`src/rtl/layer1_pkg.sv`:
```
// layer1_pkg: shared sizes, FSM states and latency constants for the layer-1 column sequencer.
package layer1_pkg;
  localparam int NLANE = 10;
  localparam int W = 16;
  localparam int AW = 8;
  localparam int MAC_LAT = 2;
  // start-to-res_valid latency is num_taps + MAC_LAT + LAT_OFS
  localparam int LAT_OFS = 4;
  typedef enum logic [2:0] {IDLE, CLEAR, RUN, DRAIN, HOLD} state_e;
endpackage

```
`src/rtl/layer1_seq.sv`:
```
// layer1_seq: sequences weight/pixel reads into a layer-1 MAC column and returns the column over valid/ready.
module layer1_seq #(
  parameter int NLANE = layer1_pkg::NLANE,
  parameter int W = layer1_pkg::W,
  parameter int AW = layer1_pkg::AW,
  parameter int MAC_LAT = layer1_pkg::MAC_LAT
) (
  input  logic               clk,
  input  logic               rst_n,
  input  logic               start_i,
  input  logic [AW-1:0]      base_addr_i,
  input  logic [7:0]         num_taps_i,
  output logic               busy_o,
  output logic               w_rd_o,
  output logic [AW-1:0]      w_addr_o,
  input  logic [W-1:0]       w_data_i,
  output logic               p_rd_o,
  output logic [AW-1:0]      p_addr_o,
  input  logic [NLANE*W-1:0] p_data_i,
  output logic               mac_clr_o,
  output logic [W-1:0]       mac_weight_o,
  output logic [NLANE*W-1:0] mac_pixels_o,
  input  logic [NLANE*W-1:0] mac_column_i,
  output logic               res_valid_o,
  input  logic               res_ready_i,
  output logic [NLANE*W-1:0] res_data_o,
  output logic               done_o
);
  import layer1_pkg::*;
  // drain covers the read latency, the array's weight register and MAC_LAT
  localparam logic [7:0] DRAIN_LAST = 8'(MAC_LAT + LAT_OFS - 3);
  state_e state_q, state_d;
  logic [AW-1:0] base_q, base_d;
  logic [7:0] num_q, num_d, cnt_q, cnt_d;
  logic rd_q, run, capture;
  logic [NLANE*W-1:0] pix_q, res_q;
  always_comb begin
    state_d = state_q;
    base_d = base_q;
    num_d = num_q;
    cnt_d = cnt_q + 8'd1;
    case (state_q)
      IDLE: if (start_i && num_taps_i != 8'd0) begin
        state_d = CLEAR;
        base_d = base_addr_i;
        num_d = num_taps_i;
      end
      CLEAR: begin
        state_d = RUN;
        cnt_d = '0;
      end
      RUN: if (cnt_q == num_q - 8'd1) begin
        state_d = DRAIN;
        cnt_d = '0;
      end
      DRAIN: state_d = (cnt_q == DRAIN_LAST) ? HOLD : DRAIN;
      HOLD: state_d = res_ready_i ? IDLE : HOLD;
      default: state_d = IDLE;
    endcase
  end
  assign run = state_q == RUN;
  assign capture = state_q == DRAIN && cnt_q == DRAIN_LAST;
  always_ff @(posedge clk or negedge rst_n) begin
    if (!rst_n) begin
      state_q <= IDLE;
      base_q <= '0;
      num_q <= '0;
      cnt_q <= '0;
      rd_q <= 1'b0;
      pix_q <= '0;
      res_q <= '0;
    end else begin
      state_q <= state_d;
      base_q <= base_d;
      num_q <= num_d;
      cnt_q <= cnt_d;
      rd_q <= run;
      pix_q <= rd_q ? p_data_i : '0;
      res_q <= capture ? mac_column_i : res_q;
    end
  end
  assign busy_o = state_q != IDLE;
  assign w_rd_o = run;
  assign p_rd_o = run;
  assign w_addr_o = run ? base_q + AW'(cnt_q) : '0;
  assign p_addr_o = w_addr_o;
  assign mac_clr_o = state_q == IDLE || state_q == CLEAR;
  assign mac_weight_o = w_data_i;
  assign mac_pixels_o = pix_q;
  assign res_valid_o = state_q == HOLD;
  assign res_data_o = res_q;
  assign done_o = res_valid_o && res_ready_i;
endmodule

```
`config.mk`:
```
export PLATFORM = sky130hd
export DESIGN_NAME = layer1_seq
export DESIGN_NICKNAME = d
export VERILOG_FILES = /design/src/rtl/layer1_pkg.sv /design/src/rtl/layer1_seq.sv
export SDC_FILE = /design/constraint.sdc
export NUM_CORES = 1
export LEC_CHECK = 0
export ABC_AREA = 1
export CORE_AREA = 4 4 279 281
export DETAILED_ROUTE_END_ITERATION = 6
export DIE_AREA = 0 0 283 285
export GPL_TIMING_DRIVEN = 0
export HOLD_SLACK_MARGIN = 0.12
export PLACE_DENSITY_LB_ADDON = 0.25
export SLEW_MARGIN = 30
export SYNTH_ARGS = -nofsm -noshare
export SYNTH_HDL_FRONTEND = slang
export SYNTH_SLANG_ARGS = --single-unit
```
`constraint.sdc`:
```
create_clock -name clk -period 6.05 [get_ports clk]
set_input_delay 1.21 -clock clk [delete_from_list [all_inputs] [get_ports clk]]
set_output_delay 1.21 -clock clk [all_outputs]
set_load 0.1 [all_outputs]
```
==> Word-level counts from Yosys, hierarchy flattened <==
Cells that the tools add are included.
{ "classes": {"addsub": 3, "n_eq_ne": 8, "n_mux": 9, "reduce_logical": 9} }
{ "ops": {"columns": ["op", "n"], "rows": [
  ["2-to-1 mux 160 bit", 1],
  ["2-to-1 mux 8 bit", 2],
  ["one-hot mux 8 bit (2 select lines)", 1],
  ["one-hot mux 3 bit (5 select lines)", 1],
  ["2-to-1 mux 3 bit", 4],
  ["adder 8 x 1 -> 8 bit, second input constant", 1],
  ["adder 8 bit", 1],
  ["== test 8 x 2 -> 1 bit, second input constant", 1],
  ["== test 8 bit", 1],
  ["nonzero test 8 bit", 1],
  ["subtractor 8 x 1 -> 8 bit, second input constant", 1],
  ["== test 3 x 2 -> 1 bit, second input constant", 2],
  ["AND reduction 2 bit", 2],
  ["== test 3 x 1 -> 1 bit, second input constant", 1],
  ["== test 3 bit, second input constant", 1],
  ["logical AND 1 bit", 3],
  ["zero test 3 bit", 1],
  ["nonzero test 3 bit", 1],
  ["!= test 2 x 1 -> 1 bit, second input constant", 1],
  ["!= test 2 bit, second input constant", 1],
  ["logical OR 1 bit", 1]
]} }
{ "word_totals": {"ff_bits": 348, "output_inout_bits": 358, "wordCells": 36} }

==> Logic depth before layout (Yosys ltp) <==
Gate-level depths: netlist of run 1.
{ "logic_depth": {"word_depth": 4, "ltp_mapped": 13, "ltp_nobuf": 13} }

==> Worst setup path before layout of run 1 <==
No wires, ideal clock.
{ "synth_timing": {"path_kind": "flip-flop to output port", "start": "register state_q[0]", "end": "output w_addr_o[7]", "arrival_ns": 3.750, "slack_ns": 1.090, "path_stages_with_launch": 8, "path_buffers": 2, "path_cell_list": "dfrtp_1 > nor2_1 > nand2_1 > inv_1 > buf_1 > nand2_1 > nor2_1 > buf_4"} }
{ "synth_via": {"elab_chain_len": 2} }
{ "synth_rtl": {"columns": ["item", "line_no", "text"], "rows": [
  ["from (decl)", "layer1_seq.sv:32", "state_e state_q, state_d;"],
  ["from (signal assigned)", "layer1_seq.sv:73", "state_q <= state_d;"],
  ["== test 3 x 2 -> 1 bit", "layer1_seq.sv:61", "assign run = state_q == RUN;"],
  ["named net p_rd_o", "layer1_seq.sv:17", "output logic p_rd_o,"],
  ["2-to-1 mux 8 bit", "layer1_seq.sv:85", "assign w_addr_o = run ? base_q + AW'(cnt_q) : '0;"],
  ["to (decl)", "layer1_seq.sv:15", "output logic [AW-1:0] w_addr_o,"]
]} }
The timed path passes the listed nets, and every way through them passes these cells.

==> Final worst setup path of run 1 <==
{ "layout_timing": {"start": "register cnt_q[0]", "end": "output w_addr_o[6]"} }
{ "layout_via": {"elab_chain_len": 2} }
{ "layout_rtl": {"columns": ["item", "line_no", "text"], "rows": [
  ["from (decl)", "layer1_seq.sv:34", "logic [7:0] num_q, num_d, cnt_q, cnt_d;"],
  ["from (signal assigned)", "layer1_seq.sv:76", "cnt_q <= cnt_d;"],
  ["adder 8 bit", "layer1_seq.sv:85", null],
  ["2-to-1 mux 8 bit", "layer1_seq.sv:85", null]
]} }
No other way between the ends.

==> results of run 1 <==
[kinds of logic (layout without fill, tap and decap cells)]
logic type | Yosys count | after routing
AND/OR/NAND/NOR | 458 | 458
AO/OA/AOI/OAI | 202 | 202
flip-flops | 348 | 348
other | 0 | 8
adder cells (fa/ha/maj) | 10 | 10
XOR/XNOR | 7 | 7
buffers and inverters | 449 | 1225
[cell type report]
| class | instances | area, sq um |
|---|---|---|
| diodes | 8 | 20.0 |
| plain buffers | 82 | 642 |
| clock buffers | 61 | 1230 |
| clock inverters | 14 | 159 |
| fillers | 7876 | 52000 |
| inverters | 367 | 1380 |
| multi-input cells | 677 | 3290 |
| flip-flops and latches | 348 | 8710 |
| well taps | 978 | 1220 |
| repair buffers | 701 | 6760 |
[cells in the mapped netlist (2+ instances only)]
master	instances	share of area
xor2_1	5	0.0031
o21ai_2	71	0.044
ha_1	9	0.0080
dfrtp_1	348	0.62
o21ai_1	89	0.032
o21ai_0	25	0.0089
nand2_1	391	0.10
buf_6	32	0.026
nand4_1	4	0.0018
clkbuf_1	24	0.0064
a21oi_1	15	0.0054
inv_1	364	0.097
buf_4	25	0.013
nor2_1	30	0.0080
nand3_1	24	0.0086
inv_2	3	0.00080
xnor2_1	2	0.0012
nor3_1	3	0.0011
[critical path: cells and delay by family, from the launching register on]
| kind | cells | cell delay (ns) |
|---|---|---|
| buffers and inverters | 2 | 1.25 |
| AND/OR/NAND/NOR | 4 | 0.32 |
| adder cells (fa/ha/maj) | 2 | 0.65 |
| flip-flops | 1 | 0.47 |
| AO/OA/AOI/OAI | 3 | 0.48 |
[routing by layer]
layer | global-route usage | vias up | part of all wire
li1 | - | 5815 | -
met1 | 0.144 | 5666 | 0.36
met2 | 0.245 | 499 | 0.49
met3 | 0.0786 | 86 | 0.12
met4 | 0.0381 | 12 | 0.024
met5 | 0 | - | 0.0013
[state kept, by name (all words and copies together), names as in the netlist]
register      flops
base_q            8
res_data_o      160
state_q           3
num_q             8
mac_pixels_o    160
cnt_q             8
rd_q              1
[through the flow]
step | instance area (sq um) | TNS, ns | hold slack (ns) | cells
6_report | 23400 | 0 | 0.478 | 3236
5_1_grt | 23400 | 0 | 0.499 | 3233
4_1_cts | 23500 | 0 | 0.481 | 3228
3_5_place_dp | 22100 | 0 | 0.467 | 3153
3_3_place_gp | 22200 | -4267.52 | 0.466 | 3149
2_1_floorplan | 14000 | 0 | 0.459 | 1474
[worst paths after layout]
check	end	slack, ns	depth (start not counted)
worst max-delay path	w_addr_o[6]	1.09	11
worst min-delay path	res_data_o[112]	0.48	2
worst max register to register	state_q[2]	3.69	7
worst min register to register	res_data_o[112]	0.48	2
max in group asynchronous	mac_pixels_o[138]	4.33	3
min in group asynchronous	res_data_o[120]	0.63	1
==> run_results.csv, run 1 <==
group,metric,value,unit
status,status,"finished, final reports clean",
floorplan,die_y,285,um
sta,skew,0.0224,ns
routing,wl_per_cell,17.9,um
synthesis,synth_cells,1474,
routing,viasPerCell,3.73,
routing,first_pass_iters,4,
grt,grt_pass1_wl,85300,um
final_layout,syn2layout_area_growth,67.0,%
cts,ctsHoldBuffers,0,
synthesis,synthesis.area,14000,sq um
synthesis,synth_flop_cell,"dfrtp_1",
floorplan,die-area,80700,sq um
cts,root_buffer,"clkbuf_16",
floorplan,io_pins,714,
grt,grt_pass1_vias,13100,
critical_path,slowest_delay,1.11,ns
synthesis,yosys.area_share.xor_xnor,0.00437,
critical_path,cp_cell_sequence,"ha_1, fa_1, nand3_1, nand3_1, nand2_1, nand2_1, a21oi_1, o21ai_0, a21oi_1, buf_4, clkdlybuf4s50_1",
synthesis,ys_warn_count,0,
final_layout,final_util,0.310,
critical_path,cp-startpoint,"cnt_q[0]",
critical_path,critPathMaxFanout,6,
routing,vias,12100,
cts,path_clk_slew,0.06,ns
floorplan,die_w,283,um
cts,htree_levels,2,
floorplan,rows,101,
cts,ctsResizeCount,0,
min_path,hp-class,"reg -> reg",
synthesis,synth_nets,1840,
sta,min_period,4.96,ns
cts,clock_latency,0.56,ns
synthesis,async_reset_ff_frac,1.00,
cts,cts_made_buffers,42,
placed_design,place.port_buffers,697,
cts,cts_sinks,348,
grt,antenna_found_initial,16,
final_layout,final_common_cell,"clkdlybuf4s50_1",
critical_path,path_class,"reg -> out",
placed_design,dpl_worst_slack,1.72,ns
synthesis,synth_compound_area_frac,0.0915,
critical_path,worstPathRequired,4.84,ns
sta,layout_setup_ws,1.09,ns
placed_design,dp_hpwl,46800,um
final_layout,layout.nets,2585,
routing,wl,57900,um
synthesis,synthSimpleGateAreaFrac,0.129,
critical_path,slowest_stage,"clkdlybuf4s50_1",
cts,post-cts-setup-buffers,0,
job,maxCapViolCount,0,
synthesis,synth_edf_count,0,
cts,cts_tree,"built",
sta,drv_slew,0,
sta,worst-slew-pin-transition,1.05,ns
sta,fmax,202,MHz
min_path,min-delay-start,"res_data_o[112]",
routing,route.detailed.drc,0,
sta,post-route-period-util,0.820,
critical_path,critPathArrivalTime,3.75,ns
synthesis,avgSynthCellArea,9.51,sq um
synthesis,synth_fa_ha_area_frac,0.00946,
grt,grt.total_usage,0.140,
routing,ant_nets,0,
placed_design,gp_congestion,0.882,
floorplan,initial_utilization,0.186,
final_layout,drive_gt1_frac,0.121,
synthesis,yosysUniqueCellTypes,28,
synthesis,synthMuxAreaShare,0,
critical_path,r2r_start,"cnt_q[1]",
synthesis,ys_ff_latch,348,
sta,setup_viol,0,
critical_path,start_kind,"flip-flop",
routing,drt_iter0_drc,557,
cts,clk_path_buf_depth,3,
synthesis,synth_top_family_by_area,"buffers and inverters",
sta,slew_headroom,0.301,
floorplan,coreArea,75400,sq um
sta,rsz0062_at_grt,"false",
grt,grt_overflow_total,0,
sta,final-hold-violation-count,0,
critical_path,end_kind,"output pin",
synthesis,yosysSeqAreaShare,0.621,
final_layout,final_cell_mix,"clkdlybuf4s50_1 (629), nand2_1 (391), inv_1 (364)",
grt,grt_max_degree,80,
Power of run 1 is left out: the tool's default activity adds up to more than one toggle a clock period on the data nets, which glitch-free logic cannot reach.
==> inputs of run 2 (changes only) <==
- CORE_AREA: 4 4 279 281 -> 4 4 272 274
- DIE_AREA: 0 0 283 285 -> 0 0 276 278
- clock period: 6.05 -> 4.8 ns (I/O delays scaled with it)
==> run 2 against run 1 <==
Design area is essentially flat. Non-clock buffer count unchanged. Via count hardly changed. Critical path depth down 3. Worst hold slack worse by 0.16 ns. Highest routed layer unchanged. Worst setup slack worse by 0.79 ns. Sequential share of layout area about the same. Routed wire length hardly changed. Sequential cell count unchanged. Register-to-register slack got worse by 1.3 ns. Clock skew shrank 0.0027 ns.
==> run_results.csv, run 2 (synthesis results as in run 1) <==
group,metric,value,unit
critical_path,end_kind,"output pin",
sta,slew_headroom,0.299,
min_path,hp-class,"in -> async",
placed_design,place.port_buffers,697,
critical_path,start_kind,"flip-flop",
cts,cts_tree,"built",
routing,route.detailed.drc,0,
sta,final-hold-violation-count,0,
grt,grt_overflow_total,0,
grt,grt.total_usage,0.145,
final_layout,final_common_cell,"clkdlybuf4s50_1",
floorplan,die-area,76700,sq um
sta,rsz0062_at_grt,"false",
cts,ctsResizeCount,0,
sta,worst-slew-pin-transition,1.05,ns
floorplan,die_w,276,um
sta,min_period,4.50,ns
routing,wl_per_cell,18.0,um
status,status,"finished, final reports clean",
critical_path,worstPathRequired,3.84,ns
routing,ant_nets,0,
placed_design,gp_congestion,0.867,
routing,first_pass_iters,4,
floorplan,io_pins,714,
cts,cts_made_buffers,43,
cts,clock_latency,0.56,ns
cts,ctsHoldBuffers,0,
final_layout,drive_gt1_frac,0.120,
final_layout,syn2layout_area_growth,66.9,%
floorplan,die_y,278,um
cts,cts_sinks,348,
floorplan,rows,98,
final_layout,final_cell_mix,"clkdlybuf4s50_1 (627), nand2_1 (391), inv_1 (364)",
floorplan,initial_utilization,0.196,
routing,wl,57800,um
sta,hold_ws,0.320,ns
job,maxCapViolCount,0,
cts,htree_levels,2,
critical_path,critPathMaxFanout,12,
grt,grt_max_degree,82,
cts,path_clk_slew,0.06,ns
routing,vias,12100,
cts,post-cts-setup-buffers,0,
cts,clk_path_buf_depth,3,
routing,drt_iter0_drc,394,
cts,root_buffer,"clkbuf_16",
sta,fmax,222,MHz
sta,setup_viol,0,
sta,post-route-period-util,0.938,
routing,viasPerCell,3.76,
floorplan,coreArea,71400,sq um
final_layout,layout.nets,2586,
grt,antenna_found_initial,22,
grt,grt_pass1_vias,12800,
placed_design,dp_hpwl,47100,um
critical_path,critPathArrivalTime,3.54,ns
sta,drv_slew,0,
sta,skew,0.0197,ns
grt,grt_pass1_wl,84000,um
critical_path,path_class,"reg -> out",
[run 2: changes by cell type in the layout (fill, tap and decap cells not counted), sizes merged]
cell           before  now
buf               126  125
bufinv              3    4
clkdlybuf4s50     629  627
clkinv              7    5
clkinvlp            1    2
diode               8    9
dlymetal6s2s        0    3
inv               370  368
[run 2: worst paths after layout]
path / cells after the start / end / start / slack [ns]
min: 1 / res_data_o[75] / rst_n / 0.32
max reg2reg: 7 / state_q[2] / cnt_q[1] / 2.39
min reg2reg: 2 / res_data_o[133] / res_data_o[133] / 0.48
min in group clk: 2 / res_data_o[133] / res_data_o[133] / 0.48
max: 8 / w_addr_o[7] / state_q[0] / 0.30
max in group asynchronous: 3 / mac_pixels_o[26] / rst_n / 3.26
[run 2: worst max-delay path, cell delays in order, from the launching register on]
cell	delay (ns)
dfrtp_1	0.44
nor2_1	0.13
nand2_1	0.16
inv_1	0.21
buf_1	0.55
nand2_1	0.11
nor2_1	0.16
buf_4	0.13
clkdlybuf4s50_1	1.12
[run 2: stage by stage]
stage	std cells	setup TNS, ns	util	area [sq um]	setup slack [ns]
after floorplan	1474	0	-	14000	0.0900
after global placement	3121	-4577.67	0.311	22200	-13.23
after detailed placement	3125	0	0.309	22100	0.692
after CTS	3198	0	0.329	23500	0.0498
after global routing	3201	0	0.328	23400	0.0168
final	3207	0	0.328	23400	0.297
[run 2: area by class of cell]
class | instances | area, sq um
Sequential cell | 348 | 8710
Inverter | 367 | 1380
Clock buffer | 61 | 1220
Tap cell | 950 | 1190
Antenna cell | 9 | 22.5
Buffer | 82 | 642
Timing Repair Buffer | 701 | 6770
Multi-Input combinational cell | 677 | 3290
Clock inverter | 12 | 173
Fill cell | 7417 | 48000
[run 2: metal layers]
metal | track usage | wire (um) | part of all wire
met5 | 0 | 38 | 0.00066
met4 | 0.0475 | 1630 | 0.028
met3 | 0.0726 | 6120 | 0.11
met2 | 0.250 | 28400 | 0.49
met1 | 0.155 | 21600 | 0.37
Power of run 2 is left out for the same reason.
==> inputs of run 3 (changes only) <==
- CAP_MARGIN: default -> 20
- GPL_TIMING_DRIVEN: 0 -> default
==> run 3 against run 2 <==
Worst hold slack improved by 0.13 ns. Critical path depth fell by 3. Via count fell by 2.9%. Design area fell by 2.8%. Critical endpoint is now w_addr_o[1]. Utilization fell by 0.91 points. First-iteration DRC count rose by 29%. Clock-buffer cell count rose by 3. Routed wire length fell by 6.1%.
==> run_results.csv, run 3 (synthesis results as in run 1) <==
group,metric,value,unit
final_layout,final_cell_mix,"clkdlybuf4s50_1 (611), nand2_1 (391), inv_1 (364)",
floorplan,die-area,76700,sq um
final_layout,syn2layout_area_growth,62.3,%
sta,worst-slew-pin-transition,1.04,ns
routing,route.detailed.drc,0,
critical_path,start_kind,"flip-flop",
floorplan,die_y,278,um
final_layout,fillCellCount,7422,
sta,post-route-period-util,0.850,
final_layout,drive_gt1_frac,0.107,
sta,tns,0,ns
final_layout,final_common_cell,"clkdlybuf4s50_1",
cts,ctsHoldBuffers,0,
grt,grt.total_usage,0.137,
routing,wl_per_cell,17.3,um
routing,ant_nets,0,
placed_design,gp_congestion,0.867,
sta,fmax,245,MHz
sta,final-hold-violation-count,0,
floorplan,die_w,276,um
routing,drt_iter0_drc,509,
routing,vias,11700,
min_path,hp-class,"in -> async",
floorplan,rows,98,
routing,viasPerCell,3.75,
routing,first_pass_iters,4,
final_layout,layout.nets,2500,
cts,clock_latency,0.57,ns
floorplan,coreArea,71400,sq um
sta,slew_headroom,0.305,
grt,grt_pass1_vias,12300,
critical_path,end_kind,"output pin",
job,maxCapViolCount,0,
grt,grt_pass1_wl,79900,um
floorplan,io_pins,714,
placed_design,place.port_buffers,681,
placed_design,dp_hpwl,42600,um
cts,htree_levels,2,
grt,use_met2,0.228,
cts,path_clk_slew,0.06,ns
cts,clk_path_buf_depth,3,
status,status,"finished, final reports clean",
routing,wl,54300,um
grt,antenna_found_initial,22,
grt,met1_usage,0.149,
floorplan,initial_utilization,0.196,
cts,cts_sinks,348,
grt,globalRouteMet3Util,0.0725,
critical_path,worstPathRequired,3.84,ns
critical_path,critPathMaxFanout,6,
critical_path,critPathArrivalTime,3.12,ns
cts,root_buffer,"clkbuf_16",
grt,busiest_layer,"met2",
sta,min_period,4.08,ns
cts,ctsResizeCount,0,
grt,grt_overflow_total,0,
critical_path,path_class,"reg -> out",
sta,setup_viol,0,
cts,post-cts-setup-buffers,0,
cts,cts_made_buffers,44,
sta,drv_slew,0,
grt,grt_max_degree,163,
cts,cts_tree,"built",
sta,skew,0.0189,ns
sta,rsz0062_at_grt,"false",
==> run 3: per-stage QoR <==
step           instances  setup slack, ns  utilization  instance area [sq um]  hold WS, ns
5_1_grt             3121            0.575        0.318                  22700        0.480
3_3_place_gp        3038             1.32        0.301                  21500        0.462
6_report            3130            0.721        0.319                  22700        0.450
4_1_cts             3116            0.670        0.319                  22800        0.459
2_1_floorplan       1474           0.0900            -                  14000        0.459
3_5_place_dp        3038             1.31        0.299                  21300        0.467
==> run 3: final timing paths <==
check / start / to / slack (ns) / cells past startpoint
worst min register to register: res_data_o[95] / res_data_o[95] / 0.48 / 2
worst min-delay path: rst_n / res_data_o[127] / 0.45 / 1
max in group asynchronous: rst_n / mac_pixels_o[130] / 3.36 / 2
min in group clk: res_data_o[95] / res_data_o[95] / 0.48 / 2
worst max register to register: cnt_q[1] / res_data_o[138] / 2.24 / 7
worst max-delay path: cnt_q[0] / w_addr_o[1] / 0.72 / 5
==> run 3: layout make-up <==
| class | count | area, sq um | area share |
|---|---|---|---|
| timing repair buffer | 696 | 6690 | 0.294 |
| sequential | 348 | 8710 | 0.383 |
| tap | 950 | 1190 | 0.0523 |
| clock buffer | 64 | 1270 | 0.0557 |
| clock inverter | 14 | 185 | 0.00814 |
| inverter | 367 | 1380 | 0.0606 |
| antenna | 14 | 35.0 | 0.00154 |
| multi-input combinational | 677 | 3300 | 0.145 |
==> run 3: worst max-delay path: stages (launching register included) <==
cell             delay (ns)
dfrtp_1                0.43
ha_1                   0.23
fa_1                   0.48
inv_1                  0.04
nor2_1                 0.19
clkdlybuf4s50_1        1.18
==> run 3: metal layers <==
layer,share of wire,up-vias
met5,0.00063,-
met4,0.032,6
met3,0.12,87
met2,0.48,522
met1,0.37,5456
li1,-,5651
Power of run 3 is left out for the same reason.
